[config.mk]
export PLATFORM = sky130hd
export DESIGN_NAME = hazard_unit_mc
export DESIGN_NICKNAME = d
export VERILOG_FILES = /design/src/rtl/hazard_unit_mc.sv
export SDC_FILE = /design/constraint.sdc
export NUM_CORES = 1
export LEC_CHECK = 0
export ABC_AREA = 1
export BUFFER_PORTS_ARGS = -buffer_cell sky130_fd_sc_hd__buf_2
export CORE_MARGIN = 2
export CORE_UTILIZATION = 57
export CTS_CLUSTER_DIAMETER = 100
export DETAILED_ROUTE_END_ITERATION = 10
export PLACE_DENSITY = 0.89
export SETUP_SLACK_MARGIN = 0.4
export SLEW_MARGIN = 20
export SYNTH_ARGS = -nofsm -noshare
export SYNTH_HDL_FRONTEND = slang
export SYNTH_SLANG_ARGS = --single-unit
export TNS_END_PERCENT = 5
[constraint.sdc]
create_clock -name HU_CLK -period 5.5 [get_ports HU_CLK]
set_clock_uncertainty 0.2 [all_clocks]
set_input_delay 0.825 -clock HU_CLK [delete_from_list [all_inputs] [get_ports HU_CLK]]
set_output_delay 0.825 -clock HU_CLK [all_outputs]
set_load 0.01 [all_outputs]
[src/rtl/hazard_unit_mc.sv]
// Hazard unit for the 5-stage MIPS core: forwarding, load-use/branch/MDU stalls,
// D-stage flush on taken control flow, and saturating stall/flush counters.
`timescale 1ns/1ps
module hazard_unit_mc #(
    parameter int unsigned RA_W    = 5,
    parameter int unsigned MDU_LAT = 4,
    parameter int unsigned CNT_W   = 16
) (
    input  logic              HU_CLK,
    input  logic              HU_RST,
    input  logic              HU_BranchD,
    input  logic              HU_PCSrcD,
    input  logic              HU_JumpD,
    input  logic              HU_MduUseD,
    input  logic [RA_W-1:0]   HU_RsD,
    input  logic [RA_W-1:0]   HU_RtD,
    input  logic [RA_W-1:0]   HU_RsE,
    input  logic [RA_W-1:0]   HU_RtE,
    input  logic [RA_W-1:0]   HU_WriteRegE,
    input  logic [RA_W-1:0]   HU_WriteRegM,
    input  logic [RA_W-1:0]   HU_WriteRegW,
    input  logic              HU_MemtoRegE,
    input  logic              HU_RegWriteE,
    input  logic              HU_RegWriteM,
    input  logic              HU_RegWriteW,
    input  logic              HU_MduStartE,
    input  logic              HU_CntClr,
    output logic              HU_StallF,
    output logic              HU_StallD,
    output logic              HU_FlushD,
    output logic              HU_FlushE,
    output logic              HU_ForwardAD,
    output logic              HU_ForwardBD,
    output logic [1:0]        HU_ForwardAE,
    output logic [1:0]        HU_ForwardBE,
    output logic              HU_MduBusy,
    output logic              HU_MduDone,
    output logic [CNT_W-1:0]  HU_StallCnt,
    output logic [CNT_W-1:0]  HU_FlushCnt
);

    localparam int unsigned MDU_CW = 4;

    logic [MDU_CW-1:0] mdu_cnt;
    logic              rs_d_nz;
    logic              rt_d_nz;
    logic              lw_stall;
    logic              branch_stall;
    logic              mdu_stall;
    logic              stall;
    logic              flush_d;

    assign rs_d_nz = (HU_RsD != '0);
    assign rt_d_nz = (HU_RtD != '0);

    // E-stage forwarding: M result is newer than W, so it wins.
    always_comb begin
        HU_ForwardAE = 2'b00;
        HU_ForwardBE = 2'b00;
        if (HU_RsE != '0 && HU_RsE == HU_WriteRegM && HU_RegWriteM)
            HU_ForwardAE = 2'b10;
        else if (HU_RsE != '0 && HU_RsE == HU_WriteRegW && HU_RegWriteW)
            HU_ForwardAE = 2'b01;
        if (HU_RtE != '0 && HU_RtE == HU_WriteRegM && HU_RegWriteM)
            HU_ForwardBE = 2'b10;
        else if (HU_RtE != '0 && HU_RtE == HU_WriteRegW && HU_RegWriteW)
            HU_ForwardBE = 2'b01;
    end

    assign HU_ForwardAD = rs_d_nz && (HU_RsD == HU_WriteRegM) && HU_RegWriteM;
    assign HU_ForwardBD = rt_d_nz && (HU_RtD == HU_WriteRegM) && HU_RegWriteM;

    assign lw_stall = HU_MemtoRegE && (HU_RtE != '0) &&
                      ((HU_RsD == HU_RtE) || (HU_RtD == HU_RtE));

    // Any M-stage writer hit counts, since loads cannot be told apart in M.
    assign branch_stall = HU_BranchD && (
        (HU_RegWriteE && ((rs_d_nz && HU_RsD == HU_WriteRegE) ||
                          (rt_d_nz && HU_RtD == HU_WriteRegE))) ||
        (HU_RegWriteM && ((rs_d_nz && HU_RsD == HU_WriteRegM) ||
                          (rt_d_nz && HU_RtD == HU_WriteRegM))));

    assign HU_MduBusy = (mdu_cnt != '0);
    assign HU_MduDone = (mdu_cnt == MDU_CW'(1));
    assign mdu_stall  = HU_MduUseD && HU_MduBusy;

    assign stall   = lw_stall || branch_stall || mdu_stall;
    assign flush_d = (HU_PCSrcD || HU_JumpD) && !stall;

    assign HU_StallF = stall;
    assign HU_StallD = stall;
    assign HU_FlushE = stall;
    assign HU_FlushD = flush_d;

    // MDU scoreboard; a flushed start never launches and a new start supersedes the old op.
    always_ff @(posedge HU_CLK or posedge HU_RST) begin
        if (HU_RST)
            mdu_cnt <= '0;
        else if (HU_MduStartE && !stall)
            mdu_cnt <= MDU_CW'(MDU_LAT - 1);
        else if (mdu_cnt != '0)
            mdu_cnt <= mdu_cnt - MDU_CW'(1);
    end

    // Saturating performance counters; clear takes precedence over counting.
    always_ff @(posedge HU_CLK or posedge HU_RST) begin
        if (HU_RST) begin
            HU_StallCnt <= '0;
            HU_FlushCnt <= '0;
        end else if (HU_CntClr) begin
            HU_StallCnt <= '0;
            HU_FlushCnt <= '0;
        end else if (stall) begin
            if (HU_StallCnt != '1)
                HU_StallCnt <= HU_StallCnt + CNT_W'(1);
        end else if (flush_d) begin
            if (HU_FlushCnt != '1)
                HU_FlushCnt <= HU_FlushCnt + CNT_W'(1);
        end
    end

endmodule
==> flow_metrics.env <==
export IMPL_peakVddDrop_mv=0.177
export IMPL_fin_tns_setup_ns=0
export IMPL_postRouteAntennaNets=0
export IMPL_antenna_found_initial=0
export IMPL_fmax_mhz=318
export IMPL_power_density_nw_per_um2=210
export IMPL_clkTransAtPathRegs_ns=0.07
export IMPL_pwr_share_clk=0.260
export IMPL_viasPerCell=5.38
export IMPL_clock_sinks=36
export IMPL_cp_arrival_ns=2.12
export IMPL_dieArea_um2=6030
export IMPL_min_delay_start="mdu_cnt[1]$_DFFE_PP0P_"
export IMPL_slew_headroom=0.467
export IMPL_fillers=435
export IMPL_clk_latency_ns=0.29
export IMPL_cpPeakStageDelay_ns=0.52
export IMPL_crit_fanout=3
export IMPL_synth_main_ff_cell="dfrtp_1"
export IMPL_drt_iter0_markers=242
export IMPL_grt_pass1_vias=3264
export IMPL_async_flop_share=1.00
export IMPL_synth_top_area_frac=0.291
export IMPL_crit_required_ns=4.47
export IMPL_crit_type="in -> out"
export IMPL_slew_violations=0
export IMPL_grt_pass1_wl_um=14100
export IMPL_finalHoldViolations=0
export IMPL_grt_ovfl_total=0
export IMPL_root_buffer="clkbuf_8"
export IMPL_htree_levels=2
export IMPL_dp_hpwl_um=6170
export IMPL_end_kind="primary output"
export IMPL_drv_cap=0
export IMPL_routed_wl_um=8330
export IMPL_setup_viol=0
export IMPL_cts_resized=0
export IMPL_rows=26
export IMPL_area_growth_pct=17.8
export IMPL_setup_ws_ns=2.35
export IMPL_grt_total_usage=0.282
export IMPL_grt_max_degree=37
export IMPL_status="completed"
export IMPL_start_util=0.598
export IMPL_crit_top_cell="buf_2"
export IMPL_portBuffers=90
export IMPL_power_w=0.000765
export IMPL_path_cells="buf_2, inv_1, o21ai_0, a21oi_1, o2111ai_1, a2111oi_0, buf_2"
export IMPL_yosysUniqueCellTypes=34
export IMPL_cts_hold_buf=0
export IMPL_drive_gt1_frac=0.200
export IMPL_route_detailed_drc=0
export IMPL_worst_path_buf_inv=3
export IMPL_core_area_um2=5170
export IMPL_numCtsBuffers=5
export IMPL_synth_edf_count=0
export IMPL_min_period_ns=3.15
export IMPL_slowest_stage="a2111oi_0"
export IMPL_period_share=0.572
export IMPL_layout_common_cells="156 x nand2_1, 90 x buf_2, 67 x nor2_1, 49 x inv_1, 40 x nand3_1"
export IMPL_syn_nets=528
export IMPL_cts_tree="yes"
export IMPL_dr_pass1_iters=6
export IMPL_seqPwrFrac=0.407
export IMPL_rrSetupSlack_ns=2.94
export IMPL_yosysSeqAreaShare=0.291
export IMPL_fin_nets=611
export IMPL_p_switching_w=0.000278
export IMPL_comb_power_share=0.333
export IMPL_path_delay_family="compound AO/OA/AOI/OAI gates"
export IMPL_die_h_um=77.7
export IMPL_gp_congestion=0.997
export IMPL_worstHoldPathType="reg -> reg"
export IMPL_diodes=0
export IMPL_r2r_end="HU_StallCnt[9]$_DFFE_PP0P_"
export IMPL_cp_start_kind="primary input"
export IMPL_synth_top_cells_by_area="dfrtp_1 29%, nand2_1 19%, xor2_1 9.1%"
export IMPL_rr_worst_depth=12
export IMPL_pre_cts_ws_ns=2.42
export IMPL_post_cts_buffers=0
export IMPL_syn_area_um2=3090
export IMPL_rsz0062_at_grt="false"
export IMPL_p_int_w=0.000486
export IMPL_synthCells=477
export IMPL_seq_area_um2=901
export IMPL_synth_seq_cells=36
export IMPL_cts_buffer_depth=2
export IMPL_ys_warn_count=0
export IMPL_wire_per_inst_um=13.2
export IMPL_via_count=3392
export IMPL_final_common_cell="nand2_1"
export IMPL_yosysTopAreaCell="dfrtp_1"
export IMPL_switching_share=0.364
export IMPL_die_w_um=77.7
export IMPL_power_leakage_nw=2.00
export IMPL_multiInputGateArea_um2=1910
export IMPL_r2r_start="mdu_cnt[0]$_DFFE_PP0P_"
export IMPL_tightest_slew_ns=0.799
export IMPL_num_io_pins=91
export IMPL_hold_end="mdu_cnt[1]$_DFFE_PP0P_"
export IMPL_min_path_cells=2
export IMPL_synth_area_per_cell_um2=6.48
## power by group through the flow
stage,logic (W),registers (W),clock network [W]
floorplan,0.000175,0.000316,0
global placement,0.000245,0.000315,0
detailed placement,0.000254,0.000317,0
CTS,0.000256,0.000311,0.000202
global route,0.000288,0.000315,0.000214
finish,0.000255,0.000311,0.000199
## registers in the layout (all words and copies together), names as in the netlist
signal	flops
HU_FlushCnt	16
HU_StallCnt	16
mdu_cnt	4
## metrics by stage
stage / cell area [µm²] / utilization / instances / hold slack [ns]
final: 3640 / 0.705 / 631 / 0.322
after global routing: 3640 / 0.705 / 631 / 0.362
after CTS: 3640 / 0.705 / 631 / 0.331
after detailed placement: 3550 / 0.687 / 623 / 0.313
after global placement: 3550 / 0.687 / 623 / 0.305
after floorplan: 3090 / - / 477 / 0.281
## synthesized netlist by cell type, types with 4 or more instances
master	count
nand2_1	156
nand3_1	40
nor3b_1	4
xnor2_1	15
inv_1	49
o21ai_0	6
clkbuf_1	5
ha_1	4
xor2_1	32
buf_2	4
buf_4	5
nor3_1	8
nand4_1	4
nor2_1	67
dfrtp_1	36
o21ai_1	8
## tightest hold or removal path, stage by stage, from the launching register on
cell,delay [ns]
dfrtp_1,0.34
nand2_1,0.05
o211ai_1,0.08
## worst max-delay path by stage
stage | startpoint | endpoint | slack, ns | cells past startpoint
6_report | HU_RsE[3] | HU_ForwardAE[1] | 2.35 | 7
5_1_grt | mdu_cnt[0]$_DFFE_PP0P_ | HU_FlushD | 2.20 | 10
4_1_cts | mdu_cnt[0]$_DFFE_PP0P_ | HU_FlushD | 2.37 | 10
3_5_place_dp | HU_RsE[3] | HU_ForwardAE[1] | 2.42 | 7
3_3_place_gp | HU_WriteRegM[3] | HU_FlushD | 2.47 | 13
2_1_floorplan | HU_RsE[3] | HU_ForwardAE[0] | 2.43 | 6
## per-layer routing
layer	share of wire	up-vias	global-route usage
met5	0	-	0
met4	0.018	0	0.107
met3	0.071	34	0.0523
met2	0.49	166	0.488
met1	0.42	1525	0.348
li1	-	1667	-
## final cells by class
class                   count  share of cell area
repair buffers             91               0.126
multi-input cells         374               0.524
clock inverters             1             0.00206
well taps                  70              0.0240
flip-flops and latches     36               0.247
clock buffers               7              0.0237
inverters                  52              0.0536
## cell families (layout without fill, tap and decap cells)
family	after synthesis	in the layout	synth area share
adders and majority gates	4	4	0.0162
xor gates and xnor gates	47	47	0.133
and+or+nand+nor	293	293	0.403
DFF	36	36	0.291
buffers and inverters	67	151	0.0914
AOI/OAI and AO/OA	30	30	0.0651
No activity file was read; power rests on OpenSTA's default activity.
